[config.mk]
export PLATFORM = sky130hd
export DESIGN_NAME = tone_gen
export DESIGN_NICKNAME = d
export VERILOG_FILES = /design/src/rtl/tone_pkg.sv /design/src/rtl/tone_divider.sv /design/src/rtl/tone_gen.sv
export SDC_FILE = /design/constraint.sdc
export NUM_CORES = 1
export LEC_CHECK = 0
export ABC_AREA = 0
export BUFFER_PORTS_ARGS = -buffer_cell sky130_fd_sc_hd__buf_2
export CELL_PAD_IN_SITES_DETAIL_PLACEMENT = 1
export CELL_PAD_IN_SITES_GLOBAL_PLACEMENT = 2
export CORE_MARGIN = 4
export CORE_UTILIZATION = 42
export CTS_CLUSTER_DIAMETER = 80
export CTS_CLUSTER_SIZE = 12
export DETAILED_ROUTE_END_ITERATION = 10
export HOLD_SLACK_MARGIN = 0.1
export MAX_ROUTING_LAYER = met4
export PLACE_DENSITY = 0.87
export SETUP_SLACK_MARGIN = 0.15
export SYNTH_ARGS = -nofsm -noshare
export SYNTH_HDL_FRONTEND = slang
export SYNTH_SLANG_ARGS = --single-unit
[constraint.sdc]
create_clock -name iClock -period 7.9 [get_ports iClock]
set_input_delay 0.395 -clock iClock [delete_from_list [all_inputs] [get_ports iClock]]
set_output_delay 0.395 -clock iClock [all_outputs]
set_load 0.005 [all_outputs]
[src/rtl/tone_pkg.sv]
// Shared types and widths for the tone generator and the score player.
package tone_pkg;

  localparam int unsigned TONE_FREQ_W = 16;
  localparam int unsigned TONE_CLK_HZ = 50000000;
  localparam int unsigned TONE_CNT_W  = 32;

  typedef enum logic [1:0] {
    IDLE,
    DIVIDE,
    RUN
  } tone_state_e;

endpackage

[src/rtl/tone_divider.sv]
// Serial restoring divider, one quotient bit per cycle.
module tone_divider
  import tone_pkg::*;
#(
  parameter int unsigned CNT_W  = TONE_CNT_W,
  parameter int unsigned FREQ_W = TONE_FREQ_W
) (
  input  logic              i_clk,
  input  logic              i_rst,
  input  logic              i_start,
  input  logic              i_abort,
  input  logic [CNT_W-1:0]  i_dividend,
  input  logic [FREQ_W:0]   i_divisor,
  output logic [CNT_W-1:0]  o_quotient,
  output logic              o_done,
  output logic              o_busy
);

  localparam int unsigned IW = $clog2(CNT_W);

  logic [CNT_W-1:0]  r_q;
  logic [FREQ_W:0]   r_rem;
  logic [FREQ_W:0]   r_dv;
  logic [IW-1:0]     r_cnt;
  logic              r_busy;

  logic [FREQ_W+1:0] w_sh;
  logic [FREQ_W:0]   w_df;
  logic [FREQ_W:0]   w_rn;
  logic [CNT_W-1:0]  w_qn;
  logic              w_ge;

  // remainder stays below the divisor, so FREQ_W+1 bits suffice
  assign w_sh = {r_rem, r_q[CNT_W-1]};
  assign w_ge = w_sh >= {1'b0, r_dv};
  assign w_df = w_sh[FREQ_W:0] - r_dv;
  assign w_rn = w_ge ? w_df : w_sh[FREQ_W:0];
  assign w_qn = {r_q[CNT_W-2:0], w_ge};

  assign o_quotient = w_qn;
  assign o_done     = r_busy && (r_cnt == IW'(CNT_W - 1));
  assign o_busy     = r_busy;

  always_ff @(posedge i_clk) begin
    if (i_rst || i_abort) begin
      r_busy <= 1'b0;
      r_cnt  <= '0;
      r_q    <= '0;
      r_rem  <= '0;
      r_dv   <= '0;
    end else if (i_start) begin
      r_busy <= 1'b1;
      r_cnt  <= '0;
      r_q    <= i_dividend;
      r_rem  <= '0;
      r_dv   <= i_divisor;
    end else if (r_busy) begin
      r_q   <= w_qn;
      r_rem <= w_rn;
      r_cnt <= r_cnt + IW'(1);
      if (o_done) r_busy <= 1'b0;
    end
  end

endmodule

[src/rtl/tone_gen.sv]
// Square-wave buzzer driver: Hz -> half-period via serial divide.
// TONE_GEN_DIFF_EN adds the complementary oAudioN piezo output.
module tone_gen
  import tone_pkg::*;
#(
  parameter int unsigned CLK_HZ = TONE_CLK_HZ,
  parameter int unsigned FREQ_W = TONE_FREQ_W,
  parameter int unsigned CNT_W  = TONE_CNT_W
) (
  input  logic              iClock,
  input  logic              iReset,
  input  logic              iEnable,
  input  logic [FREQ_W-1:0] iFreq,
  output logic              oAudio,
  output logic              oBusy,
  output logic              oActive
`ifdef TONE_GEN_DIFF_EN
  ,
  output logic              oAudioN
`endif
);

  tone_state_e       r_state;
  logic [FREQ_W-1:0] r_fq;
  logic [CNT_W-1:0]  r_hp;
  logic [CNT_W-1:0]  r_cnt;
  logic              r_audio;

  logic [CNT_W-1:0]  w_quot;
  logic              w_off;
  logic              w_start;
  logic              w_done;
  logic              w_busy;

  assign w_off = !iEnable || (iFreq == '0);
  // fq is zero whenever idle, so this also covers the first start
  assign w_start = !w_off && (iFreq != r_fq);

  tone_divider #(
    .CNT_W  (CNT_W),
    .FREQ_W (FREQ_W)
  ) u_div (
    .i_clk      (iClock),
    .i_rst      (iReset),
    .i_start    (w_start),
    .i_abort    (w_off),
    .i_dividend (CNT_W'(CLK_HZ)),
    .i_divisor  ({iFreq, 1'b0}),
    .o_quotient (w_quot),
    .o_done     (w_done),
    .o_busy     (w_busy)
  );

  always_ff @(posedge iClock) begin
    if (iReset) begin
      r_state <= IDLE;
      r_fq    <= '0;
      r_hp    <= '0;
      r_cnt   <= '0;
      r_audio <= 1'b0;
    end else if (w_off) begin
      r_state <= IDLE;
      r_fq    <= '0;
      r_cnt   <= '0;
      r_audio <= 1'b0;
    end else if (w_start) begin
      r_state <= DIVIDE;
      r_fq    <= iFreq;
    end else begin
      unique case (r_state)
        DIVIDE: begin
          if (w_done) begin
            r_hp    <= (w_quot == '0) ? CNT_W'(1) : w_quot;
            r_cnt   <= '0;
            r_state <= RUN;
          end
        end
        RUN: begin
          if (r_cnt == r_hp - CNT_W'(1)) begin
            r_cnt   <= '0;
            r_audio <= !r_audio;
          end else begin
            r_cnt <= r_cnt + CNT_W'(1);
          end
        end
        default: ;
      endcase
    end
  end

  assign oAudio  = r_audio;
  assign oBusy   = w_busy;
  assign oActive = (r_state == RUN);

`ifdef TONE_GEN_DIFF_EN
  assign oAudioN = (r_state != IDLE) && !r_audio;
`endif

endmodule
==> impl_metrics.json <==
{
  "ys_types": 65,
  "grt_antenna_before_repair": 0,
  "clockBufferDepth": 2,
  "cts_root_buffer": "clkbuf_16",
  "cts_hold_buffers": 0,
  "max-cap-violations": 0,
  "setup_tns_ps": 0,
  "synth_ff_type": "dfxtp_1",
  "postLayoutCoreUtil_pct": 47.8,
  "drtIter0Drc": 313,
  "reg2reg_slack_ps": 3830,
  "cts_tree": "yes",
  "tightest_slew_ps": 996,
  "hold_path_class": "input pin to flip-flop",
  "critPathMaxFanout": 46,
  "power.internal_mw": 1.29,
  "drv_slew": 0,
  "dieArea_um2": 20700,
  "numCtsBuffers": 17,
  "drt-total-wl_um": 20500,
  "ys_top_cells_by_area": "dfxtp_1 (36%), mux2i_1 (10%), xnor2_1 (5.7%), nor2_1 (5.3%), ha_1 (3.2%)",
  "ys_ff_latch": 138,
  "finalPower_mw": 1.69,
  "gp_congestion": 0.888,
  "switching_share_pct": 23.9,
  "synth_top_cell_area_share_pct": 35.6,
  "grt-ovfl-total": 0,
  "dr_total_vias": 6553,
  "cts.clk_slew.worst_paths_ps": 60,
  "place_hpwl_um": 14800,
  "p_sw_mw": 0.405,
  "seq_power_share_pct": 42.5,
  "worst_slew_margin_rel_pct": 33.6,
  "syn-cell-area_um2": 7770,
  "track_usage_pct": 21.3,
  "pwr-share-clk_pct": 49.5,
  "cts_setup_buffers": 0,
  "status": "complete, no violations",
  "power_density_nw_per_um2": 196,
  "min_period_ps": 4070,
  "hold_viol_final": 0,
  "synth_top_area_cell": "dfxtp_1",
  "die_y_um": 144,
  "critPathLaunchType": "flip-flop",
  "grt_first_pass_wirelength_um": 34500,
  "synth_area_per_cell_um2": 8.55,
  "drive_gt1_share_pct": 7.47,
  "antenna_left": 0,
  "layout_commonest_cell": "dfxtp_1",
  "vdd_drop_max_v": 0.000143,
  "finalCritPeriodShare_pct": 51.5,
  "cts_resized": 0,
  "worstPathArrival_ps": 4380,
  "power_frac_comb_pct": 7.9,
  "critPathCaptureType": "flip-flop",
  "setup_violations": 0,
  "synth_edf_count": 0,
  "ioPinCount": 22,
  "fp-row-count": 49,
  "grt_max_degree": 76,
  "async_flop_share_pct": 0,
  "finalClockSkew_ps": 10.3,
  "grt_pass1_vias": 6605,
  "synthCells": 909,
  "first_pass_iters": 4,
  "n_antenna_cell": 0,
  "crit_required_ps": 8210,
  "port-buffer-count": 21,
  "start_util_pct": 43.0,
  "wl_per_cell_um": 17.8,
  "max_freq_mhz": 246,
  "ys_warn_count": 0,
  "p_leak_nw": 3.35,
  "drc": 0,
  "rsz0062_at_grt": "false",
  "htreeDepth": 4,
  "synthesis.nets": 949,
  "layout_common_cells": "dfxtp_1 (137), nor2_1 (110), mux2i_1 (78)",
  "layout.nets": 951,
  "clkSinkCount": 138,
  "hold_slack_ps": 224,
  "crit_type": "flip-flop to flip-flop",
  "syn_to_final_growth_pct": 11.2,
  "fp.dieW_um": 144,
  "via_per_inst": 5.68,
  "coreArea_um2": 18100,
  "clk-insertion-delay-late_ps": 420,
  "synth_seq_area_share_pct": 35.6
}
[synthesized netlist by cell type, types with 25 or more instances]
library cell  instances
dfxtp_1             138
nor2_1              110
xor2_1               25
nor4_1               29
inv_1                29
clkbuf_1             35
nand2_1              36
mux2i_1              78
xnor2_1              51
o21ai_0              44
a21oi_1              36
and2_1               29
[layer usage]
| metal | wire length [um] | share of wire (%) | track usage (%) | vias up |
|---|---|---|---|---|
| met5 | 0 | 0 | - | - |
| met1 | 10200 | 50 | 29.3 | 3176 |
| li1 | - | - | - | 3284 |
| met2 | 9360 | 46 | 32.5 | 74 |
| met4 | 233 | 1.1 | 4.96 | 0 |
| met3 | 691 | 3.4 | 4.17 | 19 |
[worst max-delay path: stages (launching register included)]
cell	delay [ps]
dfxtp_1	360
inv_1	80
ha_1	230
nor3b_1	600
nand4_1	460
o31a_1	440
o41a_1	380
o31ai_1	110
nand4_1	220
o311ai_4	250
buf_4	420
o21ai_0	180
a21o_1	220
[final cells by class]
type,count,area [um2]
flip-flops and latches,138,2770
well taps,229,287
repair buffers,27,150
multi-input cells,698,4710
clock inverters,9,138
fillers,2117,9450
clock buffers,23,478
inverters,29,109
[through the flow]
step	std cells	cell area, um2	worst slack, ps
6_report	1153	8640	3830
5_1_grt	1153	8640	3360
4_1_cts	1153	8640	3850
3_5_place_dp	1121	8030	3890
3_3_place_gp	1121	8030	4070
2_1_floorplan	909	7770	4410
[state kept, by name (all words and copies together), names as in the netlist]
signal	flops
r_cnt	32
r_hp	32
u_div.r_q	32
u_div.r_rem	17
r_fq	16
u_div.r_cnt	5
r_state	2
oAudio	1
u_div.o_busy	1
[logic make-up after synthesis]
family	after synthesis	share of synthesized area, %
flops	138	35.6
simple gates	352	23.9
compound gates	171	14.6
buf+inv	73	3.78
fa+ha+maj	21	3.48
xor+xnor	76	8.57
mux	78	10.0
[power groups by stage]
stage	sequential (mW)	combinational [mW]	clock, mW
6_report	0.720	0.134	0.838
5_1_grt	0.721	0.150	0.893
4_1_cts	0.720	0.135	0.861
3_5_place_dp	0.735	0.133	0
3_3_place_gp	0.735	0.131	0
2_1_floorplan	0.725	0.104	0
[path summary, 6_finish.rpt]
check | startpoint | to | cells after the start
hold reg to reg | r_state[1] | r_state[1] | 2
hold / removal | iFreq[11] | r_fq[11] | 2
setup / recovery | r_hp[0] | r_cnt[5] | 12
setup reg to reg | r_hp[0] | r_cnt[5] | 12
(Power assumes the default switching activity.)
